## config.mk

```make
export PLATFORM = sky130hd
export DESIGN_NAME = octave_ctrl
export DESIGN_NICKNAME = d
export VERILOG_FILES = /design/src/rtl/octave_pkg.sv /design/src/rtl/octave_ctrl_btn_sync.sv /design/src/rtl/octave_ctrl.sv
export SDC_FILE = /design/constraint.sdc
export NUM_CORES = 1
export LEC_CHECK = 0
export ABC_AREA = 1
export CELL_PAD_IN_SITES_DETAIL_PLACEMENT = 2
export CELL_PAD_IN_SITES_GLOBAL_PLACEMENT = 2
export CORE_AREA = 2 2 90 92
export CTS_CLUSTER_SIZE = 12
export DETAILED_ROUTE_END_ITERATION = 16
export DIE_AREA = 0 0 92 94
export PLACE_DENSITY = 0.67
export REMOVE_ABC_BUFFERS = 1
export SLEW_MARGIN = 20
export SYNTH_ARGS = -nofsm -noshare
export SYNTH_HDL_FRONTEND = slang
export SYNTH_SLANG_ARGS = --single-unit
```

## constraint.sdc

```tcl
create_clock -name clk -period 2 [get_ports clk]
set_input_delay 0.2 -clock clk [delete_from_list [all_inputs] [get_ports clk]]
set_output_delay 0.2 -clock clk [all_outputs]
set_load 0.03 [all_outputs]
```

## src/rtl/octave_pkg.sv

```systemverilog
// Shared types and constants for the octave button controller.
// Select encoding matches the octave datapath unit's opcode input.
package octave_pkg;

    localparam int OCT_W = 3;

    localparam logic [1:0] SEL_HOLD = 2'd0;
    localparam logic [1:0] SEL_UP   = 2'd1;
    localparam logic [1:0] SEL_DOWN = 2'd2;

    typedef enum logic [2:0] {
        ST_IDLE     = 3'd0,
        ST_DEBOUNCE = 3'd1,
        ST_ISSUE    = 3'd2,
        ST_WAIT     = 3'd3,
        ST_COMMIT   = 3'd4,
        ST_RELEASE  = 3'd5
    } state_e;

    function automatic logic [OCT_W-1:0] clamp_oct(
        input logic [OCT_W-1:0] v,
        input logic [OCT_W-1:0] lo,
        input logic [OCT_W-1:0] hi
    );
        if (v < lo) return lo;
        if (v > hi) return hi;
        return v;
    endfunction

endpackage

```

## src/rtl/octave_ctrl_btn_sync.sv

```systemverilog
// Two-flop synchroniser for one raw asynchronous button input.
// Output is metastability-filtered only; debouncing happens in the controller.
module btn_sync (
    input  logic clk,
    input  logic rst,
    input  logic async_i,
    output logic sync_o
);

    logic meta_q;
    logic sync_q;

    always_ff @(posedge clk or posedge rst) begin
        if (rst) begin
            meta_q <= 1'b0;
            sync_q <= 1'b0;
        end else begin
            meta_q <= async_i;
            sync_q <= meta_q;
        end
    end

    assign sync_o = sync_q;

endmodule

```

## src/rtl/octave_ctrl.sv

```systemverilog
// Button-driven octave sequencer: debounces up/down presses, drives the
// external octave unit for one step per press and commits its result.
module octave_ctrl
    import octave_pkg::*;
#(
    parameter int DEB_CYCLES = 500000,
    parameter int OCT_LAT    = 1,
    parameter int MIN_OCT    = 0,
    parameter int MAX_OCT    = 7,
    parameter int RESET_OCT  = 4
) (
    input  logic             clk,
    input  logic             rst,
    input  logic             btn_up,
    input  logic             btn_down,
    input  logic [OCT_W-1:0] oct_out,
    output logic [1:0]       oct_select,
    output logic [OCT_W-1:0] oct_current,
    output logic [OCT_W-1:0] octave,
    output logic             busy,
    output logic             changed
);

    localparam int CW = $clog2(DEB_CYCLES + 1);
    localparam int LW = $clog2(OCT_LAT + 1);
    localparam int LAT_LAST_I = (OCT_LAT > 1) ? OCT_LAT - 2 : 0;

    localparam logic [CW-1:0]    CNT_MAX  = CW'(DEB_CYCLES);
    localparam logic [CW-1:0]    DEB_LAST = CW'(DEB_CYCLES - 1);
    localparam logic [LW-1:0]    LAT_LAST = LW'(LAT_LAST_I);
    localparam logic [OCT_W-1:0] OCT_MIN  = OCT_W'(MIN_OCT);
    localparam logic [OCT_W-1:0] OCT_MAX  = OCT_W'(MAX_OCT);
    localparam logic [OCT_W-1:0] OCT_RST  = OCT_W'(RESET_OCT);

    // Reset asserts asynchronously but releases on a clock edge.
    logic rst_meta_q;
    logic rst_sync_q;

    always_ff @(posedge clk or posedge rst) begin
        if (rst) begin
            rst_meta_q <= 1'b1;
            rst_sync_q <= 1'b1;
        end else begin
            rst_meta_q <= 1'b0;
            rst_sync_q <= rst_meta_q;
        end
    end

    logic up_s;
    logic dn_s;

    btn_sync u_sync_up (
        .clk     (clk),
        .rst     (rst_sync_q),
        .async_i (btn_up),
        .sync_o  (up_s)
    );

    btn_sync u_sync_dn (
        .clk     (clk),
        .rst     (rst_sync_q),
        .async_i (btn_down),
        .sync_o  (dn_s)
    );

    state_e           state_q;
    logic [1:0]       dir_q;
    logic [CW-1:0]    cnt_q;
    logic [LW-1:0]    lat_q;
    logic [1:0]       oct_select_q;
    logic [OCT_W-1:0] oct_current_q;
    logic [OCT_W-1:0] octave_q;
    logic             changed_q;

    logic             press_ok;
    logic             at_limit;
    logic [CW-1:0]    cnt_inc;
    logic [OCT_W-1:0] oct_clamped;

    always_comb begin
        press_ok = (dir_q == SEL_UP) ? (up_s & ~dn_s)
                                     : (dn_s & ~up_s);
        at_limit = ((dir_q == SEL_UP) && (octave_q == OCT_MAX))
                || ((dir_q == SEL_DOWN) && (octave_q == OCT_MIN));
        cnt_inc  = (cnt_q == CNT_MAX) ? cnt_q : cnt_q + 1'b1;
        oct_clamped = clamp_oct(oct_out, OCT_MIN, OCT_MAX);
    end

    always_ff @(posedge clk or posedge rst_sync_q) begin
        if (rst_sync_q) begin
            state_q       <= ST_IDLE;
            dir_q         <= SEL_HOLD;
            cnt_q         <= '0;
            lat_q         <= '0;
            oct_select_q  <= SEL_HOLD;
            oct_current_q <= OCT_RST;
            octave_q      <= OCT_RST;
            changed_q     <= 1'b0;
        end else begin
            changed_q <= 1'b0;
            unique case (state_q)
                ST_IDLE: begin
                    cnt_q <= '0;
                    if (up_s ^ dn_s) begin
                        dir_q   <= up_s ? SEL_UP : SEL_DOWN;
                        state_q <= ST_DEBOUNCE;
                    end
                end
                ST_DEBOUNCE: begin
                    if (!press_ok) begin
                        cnt_q   <= '0;
                        state_q <= ST_IDLE;
                    end else if (cnt_q == DEB_LAST) begin
                        cnt_q <= '0;
                        if (at_limit) begin
                            state_q <= ST_RELEASE;
                        end else begin
                            oct_select_q  <= dir_q;
                            oct_current_q <= octave_q;
                            state_q       <= ST_ISSUE;
                        end
                    end else begin
                        cnt_q <= cnt_inc;
                    end
                end
                ST_ISSUE: begin
                    lat_q <= '0;
                    if (OCT_LAT <= 1) begin
                        oct_select_q <= SEL_HOLD;
                        state_q      <= ST_COMMIT;
                    end else begin
                        state_q <= ST_WAIT;
                    end
                end
                ST_WAIT: begin
                    if (lat_q == LAT_LAST) begin
                        oct_select_q <= SEL_HOLD;
                        state_q      <= ST_COMMIT;
                    end else begin
                        lat_q <= lat_q + 1'b1;
                    end
                end
                ST_COMMIT: begin
                    octave_q      <= oct_clamped;
                    oct_current_q <= oct_clamped;
                    changed_q     <= (oct_clamped != octave_q);
                    cnt_q         <= '0;
                    state_q       <= ST_RELEASE;
                end
                ST_RELEASE: begin
                    if (up_s | dn_s) begin
                        cnt_q <= '0;
                    end else if (cnt_q == DEB_LAST) begin
                        cnt_q   <= '0;
                        state_q <= ST_IDLE;
                    end else begin
                        cnt_q <= cnt_inc;
                    end
                end
                default: begin
                    oct_select_q <= SEL_HOLD;
                    cnt_q        <= '0;
                    state_q      <= ST_IDLE;
                end
            endcase
        end
    end

    assign oct_select  = oct_select_q;
    assign oct_current = oct_current_q;
    assign octave      = octave_q;
    assign changed     = changed_q;
    assign busy        = (state_q != ST_IDLE);

endmodule

```

==> results.ini, run 1 <==
[setup_path]
crit_chain = nor2_1 -> inv_1 -> or2_1 -> dlygate4sd2_1
crit_path_end_kind = primary output
cp.arrival_ns = 1.61
crit_slowest_cell = dfrtp_1
max_stage_delay_ns = 0.40
start_kind = register
path_max_fanout = 3
crit_path_end = busy
r2r-start = cnt_q[1]
reg2reg_slack_ns = 0.24
path_depth = 4
r2r_end = cnt_q[0]
ff2ff_path_depth = 9
worstPathRequired_ns = 1.80
path_delay_family = simple AND/OR/NAND/NOR gates
crit_type = register to primary output
crit_start = state_q[1]
path_buf_inv = 2

[synthesis]
synth.cell_area_sq_mm = 0.00225
yosysSeqAreaShare_pct = 43.5
synth-seq-cells = 39
synth_top_family_by_area = simple AND/OR/NAND/NOR gates
synth_ff_type = dfrtp_1
synth-compound-area-share_pct = 7.83
synthMostInstantiatedCell = nand2_1
synth_xor_area_share_pct = 5.05
synthArstFlopShare_pct = 100
synth_edf_count = 0
syn-instance-count = 297
synthAdderAreaFrac_pct = 2.78
syn_avg_cell_area_sq_um = 7.59
synthMuxAreaShare_pct = 0
synth-simple-area-share_pct = 32.3
synth_common_cells = nand2_1 (80), inv_1 (38), dfrtp_1 (35)
synth_area_leaders = dfrtp_1 (39%), nand2_1 (13%), inv_1 (6.3%), nand3_1 (6.2%), nor2_1 (5.3%)
synth_cell_types = 32
synth_top_area_share_pct = 38.9
synth_top_area_cell = dfrtp_1
synth_warnings = 0

[cells_and_area]
n_antenna_cell = 0
final_util_pct = 35.0
nFillCells = 933
syn2layout_area_growth_pct = 18.3
drive_above_1_share_pct = 11.8
final_nets = 334

[sta]
hold_viol = 0
max_freq_mhz = 554
fin_crit_sh_pct = 90.3
setup_violations = 0
fin_skew_ns = 0.0105
slew_viol_final = 0
rsz0062_at_grt = false
fin_setup_tns_ns = 0
period_needed_ns = 1.81

[detailed_routing]
wl_microns = 6190
drtIter0Drc = 41
dr.pass1.iters = 4
wire_per_inst_microns = 14.6
vias = 2028
drc = 0
route.antenna.remaining_nets = 0
drt-vias-per-instance = 4.77

[floorplan]
initial_core_util_pct = 29.6
ios = 17
core_area_sq_mm = 0.00761
rows = 32
die_x_microns = 92
dieArea_sq_mm = 0.00865
dieHeight_microns = 94

[grt]
grt_antenna_before_repair = 0
grt_usage_pct = 16.0
grt_pass1_vias = 2226
grt_overflow = 0
grt_max_degree = 28
grt_first_pass_wirelength_microns = 10800

[place]
portBuffers = 16
gp_congestion = 0.742
hpwl_microns = 4850

[cts]
clockBufferDepth = 2
cts-root-buf = clkbuf_8
path_clk_slew_ns = 0.09
clkSinkCount = 39
post-cts-setup-buffers = 0
cts_tree = built
htree_levels = 2
insertion_delay_ns = 0.30
cts_made_buffers = 5

[hold_path]
min_path_type = input port to async pin

[outcome]
outcome = finished, final reports clean

[power]
p_leak_nw = 1.19
vdd_drop_max_mv = 0.259
p_per_area_mw_per_mm2 = 557

[flow_run]
maxCapViolations = 0

-- metrics by stage --
step,hold slack [ns],total power (W),instance area (sq um),instances,setup WS (ns)
after detailed placement,0.294,0.000926,2570,417,0.269
after global placement,0.280,0.000923,2570,417,0.328
after CTS,0.194,0.00151,2670,425,0.164
after global routing,0.214,0.00155,2670,425,0.0506
final,0.201,0.00148,2670,425,0.194
after floorplan,0.112,0.000876,2230,293,0.481
-- worst reg2reg max path, delay by kind of cell (launching register included) --
kind	cells	cell delay, ns
buffers and inverters	2	0.28
AO/OA/AOI/OAI	2	0.15
AND/OR/NAND/NOR	4	0.58
flip-flops	1	0.41
adder cells (fa/ha/maj)	1	0.20
-- report_power, final --
part / switching (W) / internal (W) / total (W)
Combinational: 0.0000562 / 0.0000392 / 0.0000955
Clock: 0.000328 / 0.000250 / 0.000578
Sequential: 0.00000776 / 0.000803 / 0.000811
Total: 0.000392 / 0.00109 / 0.00148
-- kinds of logic after synthesis --
kind of cell,count (synthesis)
simple gates,162
other cells,1
xor+xnor,13
fa+ha+maj,5
flops,39
compound gates,29
buf+inv,48
-- cell type report --
class / instances / area, sq um / share of cell area, %
clock buffer: 5 / 68.8 / 2.58
multi-input combinational: 210 / 1080 / 40.6
inverter: 44 / 165 / 6.19
sequential: 39 / 981 / 36.8
timing repair buffer: 22 / 216 / 8.12
tap: 102 / 128 / 4.79
clock inverter: 3 / 23.8 / 0.892
-- flip-flops by register name (all words and copies together), names as in the netlist, 2 cells and up --
register     cells
cnt_q           19
octave           3
state_q          3
dir_q            2
oct_current      3
oct_select       2
-- cells in the final DEF (no fill, tap or decap), types with 3 or more instances in the layout --
master | synthesis | layout
clkbuf_8 | 0 | 5
xnor2_1 | 3 | 3
o21bai_1 | 3 | 3
o22ai_1 | 7 | 7
inv_1 | 38 | 38
xor2_1 | 10 | 10
dfstp_2 | 4 | 4
dfrtp_1 | 35 | 35
clkdlybuf4s50_1 | 0 | 15
ha_1 | 5 | 5
o21ai_1 | 5 | 5
nor2_1 | 32 | 32
a21oi_1 | 6 | 6
nor2_2 | 3 | 3
inv_2 | 6 | 6
nand4_1 | 7 | 7
o21ai_0 | 5 | 5
buf_4 | 0 | 5
nand2_1 | 80 | 80
nand3_1 | 28 | 28
-- how the worst min path moves through the flow --
| stage | endpoint | cells past startpoint |
|---|---|---|
| after floorplan | rst_meta_q | 1 |
| after global placement | u_sync_dn.meta_q | 1 |
| after detailed placement | u_sync_dn.sync_o | 1 |
| after CTS | rst_sync_q | 2 |
| after global routing | rst_meta_q | 2 |
| final | rst_meta_q | 2 |
-- routing by layer --
layer | vias up | GRT usage, % | part of all wire, %
met4 | 0 | 4.48 | 1.2
met3 | 6 | 2.65 | 1.9
met5 | - | 0 | 0
li1 | 984 | - | -
met1 | 1021 | 20.5 | 47
met2 | 17 | 27.8 | 50
-- repair_timing --
| action | 4_1_cts | 5_1_grt |
|---|---|---|
| gates resized for setup | 1 | 0 |
| setup endpoints to repair | 1 | 0 |
| hold buffers | 0 | 0 |
(Power assumes the default switching activity.)
==> run 2, diff against run 1 <==
--- a/config.mk
+++ b/config.mk
@@ -12,7 +12,7 @@
 export CTS_CLUSTER_SIZE = 12
 export DETAILED_ROUTE_END_ITERATION = 16
 export DIE_AREA = 0 0 92 94
-export PLACE_DENSITY = 0.67
+export PLACE_DENSITY_LB_ADDON = 0.08
 export REMOVE_ABC_BUFFERS = 1
 export SLEW_MARGIN = 20
 export SYNTH_ARGS = -nofsm -noshare
==> run 2 against run 1 <==
  * Non-clock buffer count rose by 1
  * First-iteration DRC count fell by 2.4%
  * Cell count rose by 0.24%
  * Critical path depth did not move
  * Setup slack improved by 0.010 ns
  * Largest cell class unchanged
  * Core utilization rose by 0.066 points
  * Clock skew fell by 0.0049 ns
  * Total power rose by 1.5%
  * Highest routed layer unchanged
==> results.ini, run 2 (same netlist as run 1, synthesis figures left out) <==
[cts]
clkSinkCount = 39  ; unchanged
clockBufferDepth = 2  ; unchanged
insertion_delay_ns = 0.29  ; about the same
ctsHoldBuffers = 0  ; unchanged
htree_levels = 2  ; unchanged
path_clk_slew_ns = 0.08  ; about the same
post-cts-setup-buffers = 0  ; unchanged
ctsResizeCount = 1  ; unchanged
cts_tree = built
cts_made_buffers = 5  ; unchanged
cts-root-buf = clkbuf_8

[setup_path]
crit_type = register to primary output
path_max_fanout = 3  ; unchanged
worstPathRequired_ns = 1.80  ; about the same
cp.arrival_ns = 1.60  ; about the same
crit_path_end_kind = primary output
start_kind = register

[power]
power_frac_clock_pct = 40.2  ; +1.3 points
combPwrFrac_pct = 6.0  ; -0.4 points
p_leak_nw = 1.20  ; +0.89%
pwr-share-seq_pct = 53.8  ; -0.8 points
p_per_area_mw_per_mm2 = 564  ; +1.3%
swShare_pct = 23.5  ; -3.0 points
p_int_w = 0.00115  ; +5.6%
switching_power_w = 0.000354  ; -9.8%
vdd_drop_max_mv = 0.200  ; -23%

[cells_and_area]
drive_above_1_share_pct = 12.0  ; +0.27 points
syn2layout_area_growth_pct = 18.5
fin_area_sq_mm = 0.00267  ; +0.19%
largest_reg_flops = 19  ; unchanged
final_nets = 335  ; +0.30%
final_common_cell = nand2_1
n_antenna_cell = 0  ; unchanged
layout_common_cells = nand2_1 (80), inv_1 (38), dfrtp_1 (35), nor2_1 (31), nand3_1 (28)
top_register = cnt_q

[detailed_routing]
dr.pass1.iters = 4  ; unchanged
wire_per_inst_microns = 15.1  ; +3.5%
drt-vias-per-instance = 4.68  ; -2.0%
vias = 1992  ; -1.8%
drtIter0Drc = 40  ; -2.4%
route.antenna.remaining_nets = 0  ; unchanged
drc = 0  ; unchanged
wl_microns = 6420  ; +3.7%

[floorplan]
core_area_sq_mm = 0.00761  ; unchanged
dieHeight_microns = 94  ; unchanged
dieArea_sq_mm = 0.00865  ; unchanged
die_x_microns = 92  ; unchanged
initial_core_util_pct = 29.6  ; unchanged
ios = 17  ; unchanged
rows = 32  ; unchanged

[sta]
rsz0062_at_grt = false
max_freq_mhz = 557  ; +0.56%
fin_skew_ns = 0.00563  ; -0.00487 ns
hold_viol = 0  ; unchanged
worst_pin_slew_ns = 0.517
fin_crit_sh_pct = 89.8  ; -0.50 points
setup_violations = 0  ; unchanged
worst_slew_margin_rel_pct = 65.5
fin_setup_tns_ns = 0  ; unchanged
period_needed_ns = 1.80  ; -0.0101 ns
slew_viol_final = 0  ; unchanged

[place]
hpwl_microns = 4910  ; +1.4%
gp_congestion = 0.765  ; +3.1%
portBuffers = 16  ; unchanged
dpl-instance-area_sq_mm = 0.00257  ; -0.19%

[grt]
grt_usage_pct = 16.9  ; +0.92 points
grt_first_pass_wirelength_microns = 11400  ; +5.5%
grt_overflow = 0  ; unchanged
grt_pass1_vias = 2297  ; +3.2%
grt_antenna_before_repair = 0  ; unchanged
grt_max_degree = 38  ; +36%

[flow_run]
maxCapViolations = 0  ; unchanged

[outcome]
outcome = finished, final reports clean

[hold_path]
min_path_type = input port to async pin

-- run 2: cell types whose count changed in the layout (fill, tap and decap cells not counted), sizes merged --
cell / change
clkinvlp: -2
clkbuf: +3
inv: -1
buf: +1
-- run 2: power by group through the flow --
| stage | sequential [W] | combinational (W) | clock [W] |
|---|---|---|---|
| after floorplan | 0.000833 | 0.0000424 | 0 |
| after global placement | 0.000826 | 0.0000914 | 0 |
| after detailed placement | 0.000827 | 0.0000948 | 0 |
| after CTS | 0.000811 | 0.0000947 | 0.000635 |
| after global routing | 0.000813 | 0.000103 | 0.000664 |
| final | 0.000811 | 0.0000909 | 0.000606 |
-- run 2: path summary, 6_finish.rpt --
kind	start	endpoint	slack (ns)	cells past startpoint
max in group asynchronous	rst_sync_q	oct_current[2]	1.24	2
min in group clk	btn_down	u_sync_dn.meta_q	0.34	1
min	rst	rst_sync_q	0.22	2
max reg2reg	cnt_q[1]	cnt_q[10]	0.24	9
max	state_q[1]	busy	0.20	4
min reg2reg	u_sync_dn.meta_q	u_sync_dn.sync_o	0.35	0
-- run 2: per-layer routing --
metal	vias to the layer above	wire, microns	GRT usage (%)
met5	-	0	0
met4	0	75	4.10
met3	6	105	2.89
met2	13	2980	27.8
met1	982	3260	23.3
li1	991	-	-
-- run 2: through the flow --
stage | total power [W] | setup WS [ns] | hold slack (ns) | utilization, % | cells
CTS | 0.00154 | 0.162 | 0.215 | 35.1 | 426
global route | 0.00158 | 0.0284 | 0.225 | 35.1 | 426
finish | 0.00151 | 0.204 | 0.217 | 35.1 | 426
detailed placement | 0.000921 | 0.225 | 0.339 | 33.8 | 418
floorplan | 0.000876 | 0.481 | 0.112 | - | 293
global placement | 0.000917 | 0.294 | 0.334 | 33.8 | 418
-- run 2: area by class of cell --
class | instances | area (sq um)
Clock buffer | 8 | 100
Fill cell | 920 | 4940
Inverter | 44 | 165
Multi-Input combinational cell | 210 | 1090
Sequential cell | 39 | 981
Tap cell | 102 | 128
Timing Repair Buffer | 23 | 211
-- run 2: critical path, cell delays in order, from the launching register on --
cell	delay (ns)
dfrtp_1	0.40
nor2_1	0.21
inv_1	0.08
or2_1	0.25
dlygate4sd2_1	0.37
==> RTL change (settings of run 2) <==
Change the parameter `DEB_CYCLES` from 500000 to 1000000.
--- a/src/rtl/octave_ctrl.sv
+++ b/src/rtl/octave_ctrl.sv
@@ -4,5 +4,5 @@
     import octave_pkg::*;
 #(
-    parameter int DEB_CYCLES = 500000,
+    parameter int DEB_CYCLES = 1000000,
     parameter int OCT_LAT    = 1,
     parameter int MIN_OCT    = 0,
Function: same outputs for any inputs over 10 cycles, from zero or initial values and one cycle with rst high; that may be too few to reach the edited logic, so the function may still have changed.
==> RTL change against run 2 <==
- cell area increased by 4.6%
- hold slack worse by 0.0029 ns
- via count is 6.7% higher
- area after synthesis grew 3.4%
- sequential cell count is 1 higher
- setup slack lost 0.010 ns
- wire length grew 2.9%
- sequential power rose by 2%
- power increased by 23%
==> RTL change: results (changes against run 2) <==
status: "finished, final reports clean"
worst_clock_skew_ns: 0.01090  # +0.005270 ns
p_leak_nw: 1.289  # +7.0%
ir_worst_vdd_uv: 216.8  # +8.6%
synth_ff_type: "dfrtp_1"
reg2reg_slack_ns: 0.19  # -0.05 ns
ys_top_cells_by_count: "nand2_1, inv_1, dfrtp_1"
seq_area_frac_synth: 0.4318  # -0.003520
grt_pass1_wl_um: 11560  # +1.1%
grt_usage: 0.1696  # +0.0005700
largest_reg_flops: 20  # +1
portBuffers: 16  # unchanged
clock.fmax_mhz: 553.7  # -0.57%
r2r_end: "oct_current[0]"
grt_max_degree: 39  # +2.6%
cp_data_arrival_time_ns: 2.00  # +0.40 ns
pre_cts_ws_ns: 0.1539  # -0.07149 ns
synth_area_leaders: "dfrtp_1, nand2_1, inv_1"
place_congestion: 0.7971  # +4.2%
dpl_cell_area_um2: 2628  # +2.2%
grt_pass1_vias: 2374  # +3.4%
fin_hold_ws_ns: 0.2145  # -0.002934 ns
worst-slew-pin-transition_ns: 0.5796  # +0.06276 ns
dp_hpwl_um: 5025  # +2.3%
worstSetupPathType: "reg2reg"
drive_gt1_frac: 0.09038  # -0.02999
drt-initial-drc-count: 27  # -33%
dr.pass1.iters: 4  # unchanged
cp_max_fo: 5  # +2
vias_per_cell: 4.778  # +2.2%
fin_nets: 354  # +5.7%
drt-total-wl_um: 6605  # +2.9%
synthDistinctLibCells: 27  # -16%
[RTL change: how the worst max path moves through the flow]
| stage | endpoint | depth (start not counted) |
|---|---|---|
| 5_1_grt | oct_current[1] | 8 |
| 3_3_place_gp | oct_current[1] | 8 |
| 2_1_floorplan | oct_current[0] | 8 |
| 3_5_place_dp | oct_current[0] | 8 |
| 4_1_cts | busy | 4 |
| 6_report | oct_current[0] | 8 |
[RTL change: metal layers]
layer | up-vias | wire [µm] | share of wire | track usage
li1 | 1047 | - | - | -
met1 | 1057 | 2995 | 0.45 | 0.1991
met2 | 15 | 3413 | 0.52 | 0.3168
met3 | 7 | 103 | 0.016 | 0.02648
met4 | 0 | 92 | 0.014 | 0.05224
met5 | - | 0 | 0 | 0
[RTL change: report_power, final]
| group | internal (mW) | total [mW] | switching, mW |
|---|---|---|---|
| registers | 0.822 | 0.830 | 0.00839 |
| clock network | 0.624 | 0.939 | 0.314 |
| logic | 0.0326 | 0.0907 | 0.0581 |
| total | 1.48 | 1.86 | 0.381 |
[RTL change: timing repair]
item,4_1_cts,5_1_grt
hold endpoints to repair,0,0
resized for setup,0,2
endpoints found under the setup margin,0,3
[RTL change: kinds of logic (layout without fill, tap and decap cells)]
group | Yosys count | after routing | share of synthesized area
other cells | 1 | 1 | 0.001610
simple gates | 163 | 163 | 0.3040
xor+xnor | 13 | 13 | 0.04887
flops | 40 | 40 | 0.4318
compound gates | 39 | 39 | 0.09130
buf+inv | 57 | 82 | 0.09559
fa+ha+maj | 5 | 5 | 0.02685
[RTL change: metrics by stage]
stage / cells / utilization
final: 445 / 0.3673
after global routing: 445 / 0.3673
after CTS: 445 / 0.3663
after detailed placement: 437 / 0.3454
after global placement: 437 / 0.3454
after floorplan: 315 / -
[RTL change: layout make-up]
type / instances / area [µm²]
clock buffer: 5 / 68.82
timing repair buffer: 20 / 192.7
inverter: 54 / 202.7
sequential: 40 / 1006
clock inverter: 3 / 90.09
fill: 915 / 4813
tap: 102 / 127.6
multi-input combinational: 221 / 1106
[RTL change: critical path, stage by stage (launching register included)]
cell and delay (ns):
dfrtp_1 0.41, ha_1 0.20, nand3_1 0.21, nor2_4 0.21, nand2_1 0.07, nor2_1 0.19
nand3_1 0.22, nand3_1 0.13, nand2_1 0.05
